File: src/rtl/layer_scheduler.sv
// Time-multiplexes one registered neuron datapath across the M neurons of a layer.
// Build option LAYER_SCHED_CFG_LOCK_EN: drop cfg writes while a vector is in flight.
module layer_scheduler #(
  parameter int N  = 2,
  parameter int M  = 4,
  parameter int QM = 3,
  parameter int QN = 5,
  parameter int WM = 6,
  parameter int WN = 10
) (
  input  logic                clk,
  input  logic                rst_n,
  input  logic                cfg_we,
  input  logic [((M > 1) ? $clog2(M) : 1)-1:0] cfg_addr,
  input  logic [N*(WM+WN)-1:0] cfg_weights,
  input  logic [QM+QN-1:0]    cfg_bias,
  input  logic                in_valid,
  output logic                in_ready,
  input  logic [N*(QM+QN)-1:0] in_data,
  output logic [N*(QM+QN)-1:0] dp_in,
  output logic [N*(WM+WN)-1:0] dp_weights,
  output logic [QM+QN-1:0]    dp_bias,
  input  logic [QM+QN-1:0]    dp_out,
  output logic                out_valid,
  input  logic                out_ready,
  output logic [M*(QM+QN)-1:0] out_data,
  output logic                busy
);

  localparam int AD = QM + QN;
  localparam int WD = WM + WN;
  localparam int AW = (M > 1) ? $clog2(M) : 1;
  localparam logic [AW-1:0] LAST = AW'(M - 1);
  localparam logic [AW:0]   M_L  = (AW + 1)'(M);

  typedef enum logic [1:0] {IDLE, ISSUE, DRAIN, DONE} state_t;

  state_t                    state;
  logic [AW-1:0]             idx;
  logic [AW-1:0]             cap_idx;
  logic                      cap_vld;
  logic [N*AD-1:0]           in_reg;
  logic [M-1:0][AD-1:0]      res;
  logic [M-1:0][N*WD-1:0]    wt;
  logic [M-1:0][AD-1:0]      bs;
  logic                      cfg_open;

`ifdef LAYER_SCHED_CFG_LOCK_EN
  assign cfg_open = !busy;
`else
  assign cfg_open = 1'b1;
`endif

  always_ff @(posedge clk or negedge rst_n) begin
    if (!rst_n) begin
      wt <= '0;
      bs <= '0;
    end else if (cfg_we && cfg_open && ({1'b0, cfg_addr} < M_L)) begin
      wt[cfg_addr] <= cfg_weights;
      bs[cfg_addr] <= cfg_bias;
    end
  end

  assign dp_in      = in_reg;
  assign dp_weights = wt[idx];
  assign dp_bias    = bs[idx];
  assign out_data   = res;

  // Results trail issue by one cycle because the datapath output is registered.
  always_ff @(posedge clk or negedge rst_n) begin
    if (!rst_n) begin
      state     <= IDLE;
      idx       <= '0;
      cap_idx   <= '0;
      cap_vld   <= 1'b0;
      in_reg    <= '0;
      res       <= '0;
      in_ready  <= 1'b1;
      out_valid <= 1'b0;
      busy      <= 1'b0;
    end else begin
      case (state)
        IDLE: begin
          if (in_valid) begin
            in_reg   <= in_data;
            idx      <= '0;
            state    <= ISSUE;
            in_ready <= 1'b0;
            busy     <= 1'b1;
          end
        end
        ISSUE: begin
          if (cap_vld) res[cap_idx] <= dp_out;
          cap_idx <= idx;
          cap_vld <= 1'b1;
          if (idx == LAST) begin
            idx   <= '0;
            state <= DRAIN;
          end else begin
            idx <= idx + AW'(1);
          end
        end
        DRAIN: begin
          res[cap_idx] <= dp_out;
          state        <= DONE;
          out_valid    <= 1'b1;
        end
        DONE: begin
          if (out_ready) begin
            state     <= IDLE;
            out_valid <= 1'b0;
            in_ready  <= 1'b1;
            busy      <= 1'b0;
            cap_vld   <= 1'b0;
          end
        end
        default: state <= IDLE;
      endcase
    end
  end

endmodule

File: config.mk
export PLATFORM = sky130hd
export DESIGN_NAME = layer_scheduler
export DESIGN_NICKNAME = d
export VERILOG_FILES = /design/src/rtl/layer_scheduler.sv
export SDC_FILE = /design/constraint.sdc
export NUM_CORES = 1
export LEC_CHECK = 0
export CORE_MARGIN = 2
export CORE_UTILIZATION = 35
export DETAILED_ROUTE_END_ITERATION = 8
export DONT_BUFFER_PORTS = 1
export PLACE_DENSITY_LB_ADDON = 0.1
export SLEW_MARGIN = 20
export SYNTH_ARGS = -nofsm -noshare
export SYNTH_HDL_FRONTEND = slang
export SYNTH_SLANG_ARGS = --single-unit
File: constraint.sdc
create_clock -name clk -period 2.5 [get_ports clk]
set_input_delay 0.5 -clock clk [delete_from_list [all_inputs] [get_ports clk]]
set_output_delay 0.5 -clock clk [all_outputs]
set_load 0.005 [all_outputs]
# Yosys cells after proc, flatten, opt, wreduce, memory -nomap -nowiden
# Cells that the tools add are included.
dict set report word_totals {
  regBits 218
  inputBits 71
  output_inout_bits 91
  wordCells 79
}
dict set report classes {
  addsub 1
  n_lt_le_gt_ge 5
  eq_ne 8
  mux 30
  reduce_logical 15
}
# op n
set ops {}
lappend ops {{$bwmux W128} 1}
lappend ops {{$mux W32} 3}
lappend ops {{$bmux W32 S2} 1}
lappend ops {{$bwmux W32} 2}
lappend ops {{$demux W32 S2} 1}
lappend ops {{$pmux W32 S2} 1}
lappend ops {{$demux W8 S2} 2}
lappend ops {{$mux W8} 3}
lappend ops {{$bmux W8 S2} 1}
lappend ops {{$mux W2} 5}
lappend ops {{$reduce_and A2 Y1} 5}
lappend ops {{$reduce_bool A2 Y1} 5}
lappend ops {{$lt A2 B3 Y1 const B} 3}
lappend ops {{$ne A2 B2 Y1 const B} 4}
lappend ops {{$pmux W1 S2} 4}
lappend ops {{$pmux W2 S4} 1}
lappend ops {{$eq A2 B2 Y1 const B} 3}
lappend ops {{$reduce_and A3 Y1} 2}
lappend ops {{$ge A2 B1 Y1 const B} 2}
lappend ops {{$mux W1} 4}
lappend ops {{$pmux W2 S2} 1}
lappend ops {{$add A2 B1 Y2 const B} 1}
lappend ops {{$eq A2 B1 Y1 const B} 1}
lappend ops {{$logic_and A1 B1 Y1} 2}
lappend ops {{$logic_not A2 Y1} 1}

# Longest topological paths before layout
# Gate-level depths: netlist of run 1.
dict set report logic_depth {
  word_depth 7
  depth_mapped 7
  depth_no_buf 5
}

# Worst setup path before layout of run 1
# OpenSTA, ideal clock, no wires.
dict set report synth_path {
  path_type {reg2reg}
  start {register state[1]}
  end {register res, in the netlist out_data[0]}
  arrival_ns 1.747
  slack_ns 0.628
  path_stages_with_launch 8
  cell_sequence {dfrtp_1 inv_1 ha_1 buf_6 mux2i_2 or3_1 buf_6 mux2_4}
}
dict set report synth_between {
  elab_chain_cells 3
  word_cells_on_any_way 6
  cone_classes {eq/ne (3); mux (1); reduce/logical (2)}
}
# item line_no
set synth_rtl {}
lappend synth_rtl {{start: declaration} 38} ;# state_t state;
lappend synth_rtl {{start signal: assignment} 72} ;# state <= IDLE;
lappend synth_rtl {{start signal: assignment} 87} ;# state <= ISSUE;
lappend synth_rtl {{start signal: assignment} 98} ;# state <= DRAIN;
lappend synth_rtl {{$eq A2 B1 Y1 or $eq A2 B2 Y1 (tied branches)} 82} ;# case (state)
lappend synth_rtl {{$ne A2 B2 Y1 (no line) or $reduce_bool A2 Y1 (tied branches)} n/a}
lappend synth_rtl {{$reduce_and A2 Y1 (no line)} n/a}
lappend synth_rtl {{end signal: indexed assignment} 93} ;# if (cap_vld) res[cap_idx] <= dp_out;
lappend synth_rtl {{end signal: indexed assignment} 104} ;# res[cap_idx] <= dp_out;
lappend synth_rtl {{end: declaration} 43} ;# logic [M-1:0][AD-1:0] res;
# Several ways; a longest one is shown, not always the timed one.
# A chain may end at the register's enable or synchronous reset.

# Worst setup path in the final report of run 1
dict set report layout_path {
  start {register idx[0]}
  end {output dp_bias[6]}
}
dict set report layout_between {
  elab_chain_cells 2
}
# item line_no
set layout_rtl {}
lappend layout_rtl {{start: declaration} 39} ;# logic [AW-1:0] idx;
lappend layout_rtl {{start signal: assignment} 100} ;# idx <= idx + AW'(1);
lappend layout_rtl {{$bmux W8 S2} 66} ;# assign dp_bias = bs[idx];
lappend layout_rtl {{$mux W8 (not written as such)} 66}
lappend layout_rtl {{end: declaration} 22} ;# output logic [QM+QN-1:0] dp_bias,
# No other way between the ends. The select of a mux whose other input is x is not followed.

==> results of run 1 <==
## routing by layer
metal,share of wire (%),track usage [%],vias to the layer above
met5,0,0,-
li1,-,-,2006
met3,6.6,4.10,33
met2,49,24.7,126
met1,42,18.2,2551
met4,2.3,3.79,0
## power breakdown
group          total [mW]  switching, mW  internal, mW  leakage, nW
sequential           5.22          0.694          4.53         2.57
combinational        2.90           1.15          1.75         1.35
clock                3.35           1.34          2.01        0.370
## flip-flops by register name, summed over array words and instances, names as in the netlist
signal and flops:
dp_in 16, busy 1, cap_vld 1, out_data 32, in_ready 1, wt 128, out_valid 1, bs 32
state 2, idx 2, cap_idx 2
## stage by stage
| step | utilization, % | setup WS [ns] | instances | cell area [um^2] |
|---|---|---|---|---|
| 6_report | 40.1 | 0.179 | 898 | 10400 |
| 5_1_grt | 40.1 | 0.104 | 898 | 10400 |
| 4_1_cts | 40.1 | 0.0287 | 898 | 10400 |
| 3_5_place_dp | 37.2 | 0.520 | 856 | 9660 |
| 2_1_floorplan | - | 0.628 | 541 | 9220 |
| 3_3_place_gp | 37.2 | 0.569 | 856 | 9660 |
## worst max-delay path, stage by stage, from the launching register on
cell     delay [ns]
dfrtp_4        0.45
buf_12         0.25
mux4_2         0.59
## logic make-up (layout without fill, tap and decap cells)
group                    after synthesis  count (layout)  share of synthesized area [%]
flip-flops                           218             218                           59.2
multiplexers                         254             254                           36.2
adder cells (fa/ha/maj)                6               6                          0.814
AND/OR/NAND/NOR                       18              18                           1.34
AO/OA/AOI/OAI                         11              11                          0.773
buffers and inverters                 34              56                           1.67
## cell usage in the layout, fill, tap and decap left out, drive strengths merged
cell / n
a21oi: 4
a221oi: 1
a32o: 1
buf: 9
clkbuf: 40
clkinv: 1
dfrtp: 217
dfstp: 1
ha: 6
inv: 6
mux2: 211
mux2i: 3
mux4: 40
nand2: 4
nand2b: 2
nand3: 2
nand3b: 2
nor2: 3
nor2b: 1
nor3b: 3
o21ai: 3
o2bb2ai: 2
or3: 1
## final cells by class
class	instances	area (um^2)	share of cell area, %
Sequential cell	218	5460	52.4
Multi-Input combinational cell	289	3620	34.7
Clock buffer	40	742	7.12
Tap cell	335	419	4.02
Timing Repair Buffer	9	143	1.37
Inverter	5	18.8	0.180
Clock inverter	2	13.8	0.132
## repair_timing
item / 4_1_cts / 5_1_grt
gates resized for setup: 0 / 1
endpoints found under the setup margin: 0 / 1
hold endpoints to repair: 218 / 218
## path summary, 6_finish.rpt
kind / startpoint / to / slack [ns] / cells after the start
max: idx[0] / dp_bias[6] / 0.18 / 2
min: rst_n / out_data[12] / -0.31 / 0
max reg2reg: state[0] / out_data[19] / 0.52 / 5
min reg2reg: bs[23] / bs[23] / 0.50 / 1
max in group asynchronous: rst_n / wt[101] / 2.56 / 0
min in group clk: out_ready / cap_vld / 0.07 / 1
==> impl_results.md, run 1 <==
- Outcome: finished, violations left
- Failing checks: negative hold slack
- CP required: 2.00 ns
- Final wirelength: 19.9 mm
- Tightest Pin Transition: 0.712 ns
- Leading post-synthesis cells by cell area: dfrtp_1 (59%), mux2_2 (25%), mux4_2 (9.8%)
- Nets: 625
- Pwr Total: 11.5 mW
- Crit end category: primary output
- Fillers: 2358
- # Post-CTS Setup Buffers: 0
- 1st-pass router iterations: 4
- Worst skew pair latency: 0.51 ns
- Final period util: 92.8%
- Antenna violations before repair: 0
- Layout cells sized above 1: 53.6%
- Die Width: 166 um
- Residual overflow from global routing: 0
- P_leak: 4.29 nW
- Placer Congestion: 0.715
- Initial core utilization: 35.5%
- Slew Limit Fails: 0
- Max-slew headroom: 52.5%
- Post-Synthesis Cells: 541
- Hold Path Class: input pin to async pin
- First-pass GRT wire length: 31.9 mm
- DRT iter0 DRCs: 176
- Rows: 59
- DRC Markers: 0
- CTS clk-pin slew, worst paths: 0.06 ns
- Pwr dens: 1100 nW/um^2
- TNS Setup: 0 ns
- Commonest cells in the netlist: dfrtp_1 (217), mux2_2 (203), mux4_2 (40)
- Avg Inst Size Synth: 17.0 um^2
- Maximum clock frequency: 0.431 GHz
- Post-Syn Nets: 618
- Routed via count: 4716
- Die ar.: 27700 um^2
- Area of the mapped netlist: 9220 um^2
- Max H-tree Level: 1
- Seq/Total Area, Yosys: 59.2%
- Max VDD drop: 552 uV
- Clk sinks: 218
- Vias per cell: 5.25
- I/O pins: 162
- Synth async-reset ratio: 100%
- # diodes: 0
- Endpoints failing setup: 0
- Chip height: 166 um
- IO Port Bufs: 0
- Pin count of the biggest net entering global routing: 219
- RSZ-0062 raised after global routing: false
- Post-synth top area cell: dfrtp_1
- Root buffer cell: clkbuf_16
- Post-synth EDFFs: 0
- Worst Hold Slack: -0.313 ns
- Min Tclk post-route: 2.32 ns
- Vias in the first global route: 5365
- Hpwl dp: 11.9 mm
- Routed Antenna Nets: 0
- Avg WL per Cell: 22.1 um
- Maximum clock path buffer count: 3
- Max Fanout on Critical Path: 25
- Max Cap Viol: 0
- Top-count cell post-synth: dfrtp_1
- Worst setup path class: register to primary output
- Synth Register Bits: 218
- Core Box Area: 26000 um^2
- Startpoint types: register
- Crit path DAT: 1.82 ns
- Tot GR Track Use: 14.5%
- Area grow syn2layout: 13.0%
- Area share of the largest cell type after synthesis: 58.9%
- TritonCTS clock tree: done
- Top FF cell, synth: dfrtp_1
- Post-Route Skew: 0.00963 ns
- Fin. Hold Viols: 218
- TritonCTS buffer count: 25
- Unique cell type count in the Yosys netlist: 28
- Yosys warns: 0
Power figures use the tool's default switching activity.
==> run 2, diff against run 1 <==
Settings changed: SKIP_LAST_GASP set to 1, SLEW_MARGIN 20 to unset.
==> results of run 2 <==
The final DEF is identical to that of run 1; final timing and power are the same.
==> run 3, diff against run 2 <==
Settings changed: GPL_ROUTABILITY_DRIVEN set to 0, SETUP_SLACK_MARGIN set to 0.02.
==> results of run 3 <==
The final DEF is identical to that of run 1; final timing and power are the same.
